## config.mk

```make
export PLATFORM = sky130hd
export DESIGN_NAME = ltc2308_scanner
export DESIGN_NICKNAME = d
export VERILOG_FILES = /design/src/rtl/ltc2308_scanner.sv
export SDC_FILE = /design/constraint.sdc
export NUM_CORES = 1
export LEC_CHECK = 0
export CELL_PAD_IN_SITES_DETAIL_PLACEMENT = 2
export CELL_PAD_IN_SITES_GLOBAL_PLACEMENT = 2
export CORE_MARGIN = 8
export CORE_UTILIZATION = 33
export CTS_CLUSTER_DIAMETER = 80
export CTS_CLUSTER_SIZE = 40
export DETAILED_ROUTE_END_ITERATION = 10
export PLACE_DENSITY_LB_ADDON = 0.15
export SLEW_MARGIN = 30
export SYNTH_ARGS = -nofsm -noshare
export SYNTH_HDL_FRONTEND = slang
export SYNTH_SLANG_ARGS = --single-unit
```

## constraint.sdc

```tcl
create_clock -name clock -period 2.3 [get_ports clock]
set_input_delay 0.23 -clock clock [delete_from_list [all_inputs] [get_ports clock]]
set_output_delay 0.23 -clock clock [all_outputs]
set_load 0.02 [all_outputs]
```

## src/rtl/ltc2308_scanner.sv

```systemverilog
// LTC2308 round-robin scanner with an Avalon-MM result bank for the HPS.
// Define LTC2308_AVERAGE_EN to report a 4-sample moving average per channel.
module ltc2308_scanner #(
    parameter int NUM_CHANNELS = 8,
    parameter int SCK_HALF     = 2,
    parameter int TCONV_CYCLES = 80,
    parameter bit UNIPOLAR     = 1'b1
) (
    input  logic        clock,
    input  logic        reset_n,
    input  logic [3:0]  avs_address,
    input  logic        avs_read,
    input  logic        avs_write,
    input  logic [31:0] avs_writedata,
    output logic [31:0] avs_readdata,
    output logic        adc_convst,
    output logic        adc_sck,
    output logic        adc_sdi,
    input  logic        adc_sdo,
    output logic        scan_done
);

    localparam int CNT_MAX = (TCONV_CYCLES > SCK_HALF) ? ((TCONV_CYCLES > 2) ? TCONV_CYCLES : 2)
                                                       : ((SCK_HALF > 2) ? SCK_HALF : 2);
    localparam int CNT_W   = $clog2(CNT_MAX + 1);

    typedef enum logic [2:0] {IDLE, CONV, WAIT, SHIFT, STORE} state_t;

    state_t             state_q, state_d;
    logic [CNT_W-1:0]   cnt_q, cnt_d;
    logic [3:0]         bit_q, bit_d;
    logic [3:0]         frame_q, frame_d;
    logic               sck_q, sck_d, sdi_q, sdi_d, convst_q, convst_d, done_q, done_d;
    logic [11:0]        shift_q, shift_d;
    logic               cont_q, cont_d;
    logic [31:0]        scanCount_q, scanCount_d;
    logic [31:0]        rdata_q, rdata_d, rdSel;
    logic [11:0]        result_q [NUM_CHANNELS];
    logic [NUM_CHANNELS-1:0] valid_q;

    logic               ctrlWrite, shotReq, storeEn;
    logic [2:0]         sendCh, storeCh, cfgIdx;
    logic [5:0]         cfgWord;

    assign ctrlWrite = avs_write && (avs_address == 4'd8);
    assign shotReq   = ctrlWrite && avs_writedata[1];
    // The last frame of a scan re-sends ch0 so its result can be collected.
    assign sendCh    = (frame_q == 4'(NUM_CHANNELS)) ? 3'd0 : frame_q[2:0];
    assign storeCh   = 3'(frame_q - 4'd1);
    assign cfgWord   = {1'b1, sendCh[0], sendCh[2], sendCh[1], UNIPOLAR, 1'b0};
    assign cfgIdx    = 3'(4'd4 - bit_q);

    always_comb begin
        state_d     = state_q;
        cnt_d       = cnt_q;
        bit_d       = bit_q;
        frame_d     = frame_q;
        sck_d       = 1'b0;
        sdi_d       = 1'b0;
        shift_d     = shift_q;
        done_d      = 1'b0;
        scanCount_d = scanCount_q;
        storeEn     = 1'b0;
        cont_d      = ctrlWrite ? avs_writedata[0] : cont_q;
        case (state_q)
            IDLE: begin
                frame_d = 4'd0;
                cnt_d   = '0;
                if (cont_q || shotReq) state_d = CONV;
            end
            CONV: begin
                if (cnt_q == CNT_W'(1)) begin
                    cnt_d   = '0;
                    state_d = WAIT;
                end else begin
                    cnt_d = cnt_q + 1'b1;
                end
            end
            WAIT: begin
                if (cnt_q == CNT_W'(TCONV_CYCLES - 1)) begin
                    cnt_d   = '0;
                    bit_d   = 4'd0;
                    sdi_d   = cfgWord[5];
                    state_d = SHIFT;
                end else begin
                    cnt_d = cnt_q + 1'b1;
                end
            end
            SHIFT: begin
                sck_d = sck_q;
                sdi_d = sdi_q;
                if (cnt_q == CNT_W'(SCK_HALF - 1)) begin
                    cnt_d = '0;
                    sck_d = ~sck_q;
                    if (!sck_q) begin
                        shift_d = {shift_q[10:0], adc_sdo};
                    end else begin
                        // Falling edge: present the next config bit, zeros after the 6th.
                        bit_d = bit_q + 4'd1;
                        sdi_d = (bit_q < 4'd5) ? cfgWord[cfgIdx] : 1'b0;
                        if (bit_q == 4'd11) state_d = STORE;
                    end
                end else begin
                    cnt_d = cnt_q + 1'b1;
                end
            end
            STORE: begin
                storeEn = (frame_q != 4'd0);
                if (frame_q == 4'(NUM_CHANNELS)) begin
                    done_d      = 1'b1;
                    scanCount_d = scanCount_q + 32'd1;
                    frame_d     = 4'd0;
                    state_d     = cont_q ? CONV : IDLE;
                end else begin
                    frame_d = frame_q + 4'd1;
                    state_d = CONV;
                end
            end
            default: state_d = IDLE;
        endcase
        convst_d = (state_d == CONV);
    end

    always_comb begin
        rdSel = '0;
        if (avs_address == 4'd8) begin
            rdSel = {31'b0, cont_q};
        end else if (avs_address == 4'd9) begin
            rdSel = scanCount_q;
        end else begin
            for (int c = 0; c < NUM_CHANNELS; c++) begin
                if (avs_address == 4'(c)) rdSel = {valid_q[c], 19'b0, result_q[c]};
            end
        end
        rdata_d = avs_read ? rdSel : rdata_q;
    end

    always_ff @(posedge clock or negedge reset_n) begin
        if (!reset_n) begin
            state_q     <= IDLE;
            cnt_q       <= '0;
            bit_q       <= 4'd0;
            frame_q     <= 4'd0;
            sck_q       <= 1'b0;
            sdi_q       <= 1'b0;
            convst_q    <= 1'b0;
            done_q      <= 1'b0;
            shift_q     <= 12'd0;
            cont_q      <= 1'b0;
            scanCount_q <= 32'd0;
            rdata_q     <= 32'd0;
        end else begin
            state_q     <= state_d;
            cnt_q       <= cnt_d;
            bit_q       <= bit_d;
            frame_q     <= frame_d;
            sck_q       <= sck_d;
            sdi_q       <= sdi_d;
            convst_q    <= convst_d;
            done_q      <= done_d;
            shift_q     <= shift_d;
            cont_q      <= cont_d;
            scanCount_q <= scanCount_d;
            rdata_q     <= rdata_d;
        end
    end

`ifdef LTC2308_AVERAGE_EN
    logic [11:0] hist_q     [NUM_CHANNELS][4];
    logic [13:0] sum_q      [NUM_CHANNELS];
    logic [13:0] sumNext    [NUM_CHANNELS];
    logic [2:0]  storeCnt_q [NUM_CHANNELS];

    // Running sum: drop the oldest sample, add the new one.
    always_comb begin
        for (int c = 0; c < NUM_CHANNELS; c++) begin
            sumNext[c] = sum_q[c] - {2'b00, hist_q[c][3]} + {2'b00, shift_q};
        end
    end

    always_ff @(posedge clock or negedge reset_n) begin
        if (!reset_n) begin
            valid_q <= '0;
            for (int c = 0; c < NUM_CHANNELS; c++) begin
                result_q[c]   <= 12'd0;
                sum_q[c]      <= 14'd0;
                storeCnt_q[c] <= 3'd0;
                for (int k = 0; k < 4; k++) hist_q[c][k] <= 12'd0;
            end
        end else begin
            for (int c = 0; c < NUM_CHANNELS; c++) begin
                if (storeEn && (storeCh == 3'(c))) begin
                    hist_q[c][0] <= shift_q;
                    hist_q[c][1] <= hist_q[c][0];
                    hist_q[c][2] <= hist_q[c][1];
                    hist_q[c][3] <= hist_q[c][2];
                    sum_q[c]     <= sumNext[c];
                    result_q[c]  <= sumNext[c][13:2];
                    if (storeCnt_q[c] != 3'd4) storeCnt_q[c] <= storeCnt_q[c] + 3'd1;
                    if (storeCnt_q[c] >= 3'd3) valid_q[c] <= 1'b1;
                end
            end
        end
    end
`else
    always_ff @(posedge clock or negedge reset_n) begin
        if (!reset_n) begin
            valid_q <= '0;
            for (int c = 0; c < NUM_CHANNELS; c++) result_q[c] <= 12'd0;
        end else begin
            for (int c = 0; c < NUM_CHANNELS; c++) begin
                if (storeEn && (storeCh == 3'(c))) begin
                    result_q[c] <= shift_q;
                    valid_q[c]  <= 1'b1;
                end
            end
        end
    end
`endif

    assign avs_readdata = rdata_q;
    assign adc_convst   = convst_q;
    assign adc_sck      = sck_q;
    assign adc_sdi      = sdi_q;
    assign scan_done    = done_q;

endmodule

```

# Word-level counts from Yosys, hierarchy flattened
# Index checks and enable logic that the tools add are counted.
[op_classes] order_cmp=2 n_addsub=6 n_bitwise=1 n_reduce_logical=23 muxes=41 n_eq_ne=28
[op_table] op="$mux 32" count=10
[op_table] op="$add 32x1->32 const B" count=1
[op_table] op="$mux 3" count=7
[op_table] op="$pmux 7 s3" count=1
[op_table] op="$eq 4x3->1 const B" count=4
[op_table] op="$eq 4x4->1 const B" count=4
[op_table] op="$mux 4" count=4
[op_table] op="$pmux 4 s2" count=2
[op_table] op="$eq 3x3->1 const B" count=5
[op_table] op="$pmux 3 s5" count=1
[op_table] op="$mux 7" count=2
[op_table] op="$eq 3x2->1 const B" count=4
[op_table] op="$mux 1" count=12
[op_table] op="$logic_and 1x1->1" count=10
[op_table] op="$eq 3x1->1 const B" count=3
[op_table] op="$add 4x1->4 const B" count=2
[op_table] op="$eq 4x2->1 const B" count=2
[op_table] op="$add 7x1->7 const B" count=1
[op_table] op="$eq 7x1->1 const B" count=1
[op_table] op="$eq 7x7->1 const B" count=1
[op_table] op="$logic_not 3->1" count=2
[op_table] op="$ne 2x2->1 const B" count=3
[op_table] op="$eq 4x1->1 const B" count=1
[op_table] op="$logic_not 4->1" count=1
[op_table] op="15 further kinds" count=17
[word_totals] ff_bits=203 input_bits=41 out_inout_bits=36 wordCells=129

# Depth between registers and ports, before layout
# Gate-level depths: netlist (run 1).
[depth] depth_word=11 depth_mapped=7 ltp_nobuf=6

# Worst setup path after synthesis (run 1)
# Ideal clock, no wire load.
[synth_path] kind="reg-to-reg" start="register cnt_q[1]" end="register shift_q[10]" n_path_buf=1 path_stages_with_launch=8 period_less_slack_ns=1.986 arrival_time_ns=1.861 required_time_ns=2.175 setup_time_ns=0.125 setup_slack_ns=0.314 cell_sequence="dfrtp_1 -> inv_1 -> ha_1 -> nor4b_4 -> nand2_1 -> nor3_1 -> buf_4 -> mux2_2"
[synth_between] elab_chain_cells=2
[synth_rtl] element="from (decl)" line="30" source="logic [CNT_W-1:0] cnt_q, cnt_d;"
[synth_rtl] element="from (signal assigned)" line="154" source="cnt_q <= cnt_d;"
[synth_rtl] element="$eq 7x1->1" line="92" source="if (cnt_q == CNT_W'(SCK_HALF - 1)) begin"
[synth_rtl] element="$reduce_and 3->1 (no line)"
[synth_rtl] element="to (signal assigned)" line="161" source="shift_q <= shift_d;"
[synth_rtl] element="to (decl)" line="34" source="logic [11:0] shift_q, shift_d;"
# No other way between the ends.
# A chain may end at the register's enable or synchronous reset.

# Worst setup path in the final report (run 1)
[layout_path] start="register frame_q[0]" end="register scanCount_q[13]"
[layout_between] elab_chain_cells=2
[layout_rtl] element="from (decl)" line="32" source="logic [3:0] frame_q, frame_d;"
[layout_rtl] element="from (signal assigned)" line="156" source="frame_q <= frame_d;"
[layout_rtl] element="$eq 4x4->1" line="109" source="if (frame_q == 4'(NUM_CHANNELS)) begin"
[layout_rtl] element="$reduce_and 2->1 (no line)"
[layout_rtl] element="to (signal assigned)" line="163" source="scanCount_q <= scanCount_d;"
[layout_rtl] element="to (decl)" line="36" source="logic [31:0] scanCount_q, scanCount_d;"
# No other way between the ends.

==> flow_metrics.env, run 1 <==
export IMPL_grt_max_degree=67
export IMPL_antenna_found_initial=0
export IMPL_cp_data_arrival_time_ns=2.55
export IMPL_clk_latency_ns=0.49
export IMPL_cts_tree="done"
export IMPL_fin_area_um2=11100
export IMPL_power_density_nw_per_um2=600
export IMPL_async_reset_ff_frac=1.00
export IMPL_rr_worst_depth=7
export IMPL_start_util=0.333
export IMPL_fin_crit_ns=2.14
export IMPL_slowest_delay_ns=0.38
export IMPL_htree_levels=1
export IMPL_post_dp_cell_area_um2=10600
export IMPL_diodes=0
export IMPL_clock_sinks=203
export IMPL_wl_met1_mm=12.0
export IMPL_drt_wl_total_mm=26.5
export IMPL_ys_ff_latch=203
export IMPL_synth_edf_count=0
export IMPL_wire_per_inst_um=21.2
export IMPL_dieWidth_um=186
export IMPL_p_total_mw=6.66
export IMPL_dr_max_layer_used="met4"
export IMPL_core_area_um2=28500
export IMPL_grt_pass1_wl_mm=43.6
export IMPL_synthCells=810
export IMPL_grt_overflow_total=0
export IMPL_synthDistinctLibCells=62
export IMPL_wl_met3_um=742
export IMPL_cp_max_fo=13
export IMPL_period_share=0.932
export IMPL_synth_most_common_cell="dfrtp_1"
export IMPL_cp_slowest_cell="dfrtp_1"
export IMPL_pre_cts_ws_ns=0.0245
export IMPL_vias_per_cell=5.25
export IMPL_fp_dieH_um=186
export IMPL_synthFlopType="dfrtp_1"
export IMPL_syn_nets=862
export IMPL_remaining_drc_errors=0
export IMPL_num_vias=6573
export IMPL_grt_pass1_vias=7592
export IMPL_clk_pin_slew_ns=0.09
export IMPL_syn2layout_area_growth_pct=17.0
export IMPL_nets=913
export IMPL_slew_headroom=0.584
export IMPL_cts_buffers=15
export IMPL_postCtsSetupBuffers=0
export IMPL_synth_area_leaders="dfrtp_1 (53%), mux2_2 (14%), xor2_1 (2.3%), mux2i_1 (2.2%), nand2_1 (2.0%)"
export IMPL_leakage_nw=5.15
export IMPL_cts_buffer_depth=3
export IMPL_antenna_left=0
export IMPL_cp_required_ns=2.71
export IMPL_cap_violations=0
export IMPL_hp_class="in2async"
export IMPL_peakVddDrop_uv=331
export IMPL_instances_no_fill=1253
export IMPL_dr_wl_met2_mm=13.5
export IMPL_dr_pass1_iters=4
export IMPL_die_area_um2=34500
export IMPL_rsz0062_at_grt="no"
export IMPL_run_status="complete, no violations"
export IMPL_finalMaxSlewViolations=0
export IMPL_crit_chain="inv_1 -> ha_1 -> and3b_1 -> nand3_1 -> buf_4 -> nor4_1 -> xor2_1"
export IMPL_tns_ns=0
export IMPL_timing_final_ws_setup_ns=0.158
export IMPL_synth_top_area_share=0.535
export IMPL_synth_area_um2=9500
export IMPL_finalSetupViolCount=0
export IMPL_cp_end_kind="flip-flop"
export IMPL_crit_type="reg2reg"
export IMPL_finClkSkew_ns=0.0166
export IMPL_ys_seq_area_frac=0.535
export IMPL_grt_util_all_layers=0.159
export IMPL_cts_root_buf="clkbuf_16"
export IMPL_yosys_warnings=0
export IMPL_place_inst=1227
export IMPL_portBuffers=46
export IMPL_dp_hpwl_mm=18.7
export IMPL_critPathLaunchType="flip-flop"
export IMPL_yosys_top_cells_count="dfrtp_1 (203), mux2_2 (116), nand2_1 (51)"
export IMPL_rows=62
export IMPL_max_clock_freq_ghz=0.467
export IMPL_io_pins=77
export IMPL_gp_congestion=0.755
export IMPL_drive_gt1_frac=0.228
export IMPL_syn_area_per_cell_um2=11.7
export IMPL_yosys_area_top_type="dfrtp_1"
export IMPL_worst_pin_slew_ns=0.624
export IMPL_drt_iter0_drc=238
export IMPL_hold_viol=0
logic make-up (layout without fill, tap and decap cells):
| family | count (synthesis) | in the layout | synth area share |
|---|---|---|---|
| DFF | 203 | 203 | 0.535 |
| and+or+nand+nor | 199 | 199 | 0.117 |
| AOI/OAI and AO/OA | 138 | 138 | 0.103 |
| xor gates and xnor gates | 35 | 35 | 0.0323 |
| buffers and inverters | 87 | 146 | 0.0383 |
| adders and majority gates | 11 | 11 | 0.0145 |
| muxes | 137 | 137 | 0.160 |
power by group:
| group | leakage [nW] | internal, mW | switching, mW |
|---|---|---|---|
| Combinational | 2.11 | 0.112 | 0.218 |
| Sequential | 2.80 | 3.58 | 0.0116 |
| Clock | 0.237 | 1.38 | 1.36 |
cell usage in the layout, fill, tap and decap left out, drive strengths merged, types with 24 or more instances in the layout:
cell type and instances:
a21oi 31, buf 44, clkdlybuf4s50 44, dfrtp 203, inv 33, mux2 116, nand2 51, nand3 24
nor2 24, o21ai 25, xor2 25
sequential cells by signal, summed over array words and instances (netlist names):
name / count
scan_done: 1
shift_q: 12
cnt_q: 7
adc_sck: 1
cont_q: 1
avs_readdata: 32
adc_convst: 1
result_q: 96
state_q: 3
bit_q: 4
adc_sdi: 1
scanCount_q: 32
valid_q: 8
frame_q: 4
worst max-delay path: cells and delay by family, from the launching register on:
family / cells / cell delay, ns
AND/OR/NAND/NOR: 3 / 0.83
buffers and inverters: 2 / 0.40
adder cells (fa/ha/maj): 1 / 0.26
XOR/XNOR: 1 / 0.20
flip-flops: 1 / 0.38
layer usage:
layer / vias to the layer above / track usage
li1: 3000 / -
met1: 3488 / 0.205
met2: 61 / 0.285
met3: 24 / 0.0193
met4: 0 / 0.0286
met5: - / 0
final timing paths:
path | from | end | slack [ns]
max | frame_q[0] | scanCount_q[13] | 0.16
min | reset_n | scanCount_q[15] | 0.32
max reg2reg | frame_q[0] | scanCount_q[13] | 0.16
min reg2reg | valid_q[0] | valid_q[0] | 0.46
max in group asynchronous | reset_n | result_q[74] | 1.21
min in group clock | avs_writedata[0] | cont_q | 0.36
repair_timing:
action,CTS,global route
endpoints found under the setup margin,0,9
hold buffers,1,0
resized for setup,0,3
hold endpoints to repair,60,0
metrics by stage:
stage                util  hold WS, ns
global route        0.389        0.347
floorplan               -      -0.0656
global placement    0.372        0.278
detailed placement  0.372        0.284
CTS                 0.389        0.329
finish              0.389        0.318
layout make-up:
cell class	instances	area, um^2
clock buffers	17	393
clock inverters	8	92.6
well taps	384	480
inverters	31	116
repair buffers	90	880
flip-flops and latches	203	5080
fillers	2996	17400
multi-input cells	520	4070
No activity file was read; power rests on OpenSTA's default activity.
==> run 2: changes to the inputs <==
--- a/config.mk
+++ b/config.mk
@@ -12,7 +12,9 @@
 export CTS_CLUSTER_DIAMETER = 80
 export CTS_CLUSTER_SIZE = 40
 export DETAILED_ROUTE_END_ITERATION = 10
+export GPL_TIMING_DRIVEN = 0
 export PLACE_DENSITY_LB_ADDON = 0.15
+export SKIP_LAST_GASP = 1
 export SLEW_MARGIN = 30
 export SYNTH_ARGS = -nofsm -noshare
 export SYNTH_HDL_FRONTEND = slang
==> flow_metrics.env, run 2 (same netlist as run 1, synthesis figures left out) <==
export IMPL_finClkSkew_ns=0.0309
export IMPL_cts_buffers=15
export IMPL_cp_startpoint="state_q[0]"
export IMPL_fp_dieH_um=186
export IMPL_pwr_share_seq=0.518
export IMPL_p_total_mw=6.93
export IMPL_cts_root_buf="clkbuf_16"
export IMPL_comb_power_share=0.047
export IMPL_dr_pass1_iters=4
export IMPL_rrSetupSlack_ns=0.11
export IMPL_rows=62
export IMPL_clk_pin_slew_ns=0.09
export IMPL_leakage_nw=5.13
export IMPL_period_share=0.951
export IMPL_fin_util=0.392
export IMPL_cp_end_kind="flip-flop"
export IMPL_htree_levels=1
export IMPL_slowest_delay_ns=0.49
export IMPL_remaining_drc_errors=0
export IMPL_drt_iter0_drc=300
export IMPL_p_clk_frac=0.435
export IMPL_die_area_um2=34500
export IMPL_path_buf_inv=2
export IMPL_internal_power_mw=5.30
export IMPL_top_register="result_q"
export IMPL_crit_type="reg2reg"
export IMPL_drt_wl_total_mm=27.5
export IMPL_timing_final_ws_setup_ns=0.113
export IMPL_finalMaxSlewViolations=0
export IMPL_mostFrequentLayoutCell="dfrtp_1"
export IMPL_portBuffers=45
export IMPL_slew_headroom=0.539
export IMPL_hold_slack_ns=0.236
export IMPL_core_area_um2=28500
export IMPL_worst_pin_slew_ns=0.692
export IMPL_drive_gt1_frac=0.221
export IMPL_cp_slowest_cell="or3b_4"
export IMPL_instances_no_fill=1275
export IMPL_crit_chain="clkbuf_1 -> or3b_4 -> nor2_2 -> nand2_1 -> buf_2 -> mux2_2"
export IMPL_final_cell_mix="dfrtp_1 (201), mux2_2 (116), nand2_1 (48)"
export IMPL_switchingPower_mw=1.64
export IMPL_peakVddDrop_uv=442
export IMPL_swShare=0.236
export IMPL_grt_overflow_total=0
export IMPL_syn2layout_area_growth_pct=17.8
export IMPL_regToRegEndpoint="result_q[76]"
export IMPL_cp_data_arrival_time_ns=2.55
export IMPL_io_pins=77
export IMPL_largest_reg_flops=96
export IMPL_wire_per_inst_um=21.5
export IMPL_start_util=0.333
export IMPL_diodes=0
export IMPL_grt_max_degree=79
export IMPL_power_density_nw_per_um2=620
export IMPL_gp_congestion=0.770
export IMPL_rsz0062_at_grt="yes"
export IMPL_r2r_start="state_q[0]"
export IMPL_cap_violations=0
export IMPL_cp_required_ns=2.67
export IMPL_antenna_found_initial=0
export IMPL_dieWidth_um=186
export IMPL_critPathLaunchType="flip-flop"
export IMPL_grt_pass1_vias=7659
export IMPL_crit_path_end="result_q[76]"
export IMPL_num_vias=6661
export IMPL_clk_latency_ns=0.51
export IMPL_grt_util_all_layers=0.163
export IMPL_vias_per_cell=5.22
export IMPL_hold_viol=0
export IMPL_grt_pass1_wl_mm=44.4
export IMPL_run_status="complete, no violations"
export IMPL_rr_worst_depth=6
export IMPL_dp_hpwl_mm=19.8
export IMPL_max_clock_freq_ghz=0.457
export IMPL_place_inst=1241
export IMPL_cp_max_fo=10
export IMPL_cts_tree="done"
export IMPL_path_depth=6
export IMPL_fin_crit_ns=2.19
export IMPL_pre_cts_ws_ns=-0.830
export IMPL_finalSetupViolCount=0
export IMPL_hp_class="in2async"
export IMPL_clock_sinks=203
export IMPL_cts_buffer_depth=3
export IMPL_antenna_left=0
export IMPL_cpLargestDelayFamily="simple AND/OR/NAND/NOR gates"
export IMPL_nets=934
run 2: metal layers:
| layer | track usage | vias to the layer above | wire length, um | part of all wire |
|---|---|---|---|---|
| li1 | - | 3060 | - | - |
| met2 | 0.285 | 62 | 13800 | 0.50 |
| met4 | 0.0441 | 0 | 573 | 0.021 |
| met1 | 0.209 | 3509 | 12400 | 0.45 |
| met5 | 0 | - | 0 | 0 |
| met3 | 0.0221 | 30 | 739 | 0.027 |
run 2: power groups by stage:
stage                     clock [mW]  combinational, mW  sequential, mW
after floorplan                    0              0.119            3.67
after global placement             0              0.301            3.67
after detailed placement           0              0.326            3.67
after CTS                       3.14              0.331            3.60
after global routing            3.24              0.359            3.60
final                           3.01              0.325            3.59
run 2: layout make-up:
class	count	area [um^2]
repair buffers	57	588
plain buffers	54	263
inverters	31	116
fillers	3004	17400
flip-flops and latches	203	5080
clock inverters	10	158
well taps	384	480
multi-input cells	520	4110
clock buffers	16	389
run 2: stage by stage:
stage	cell area [um^2]	setup TNS (ns)
after floorplan	9500	0
after global placement	10400	-1548.95
after detailed placement	10500	-21.06
after CTS	11100	-0.00536
after global routing	11200	-0.210
final	11200	0
run 2: what timing repair did:
action,4_1_cts,5_1_grt
setup buffers,2,7
endpoints found under the setup margin,47,94
resized for setup,11,20
pin swaps,1,3
hold buffers,1,0
endpoints found under the hold margin,54,0
run 2: worst min path at each step:
stage                     startpoint          endpoint  slack, ns  depth (start not counted)
final                        reset_n  avs_readdata[17]       0.24                          2
after global placement    valid_q[0]        valid_q[0]       0.45                          1
after global routing         reset_n  avs_readdata[17]       0.27                          2
after detailed placement     reset_n  avs_readdata[17]       0.20                          1
after floorplan              reset_n        adc_convst      -0.07                          0
after CTS                    reset_n  avs_readdata[31]       0.25                          2
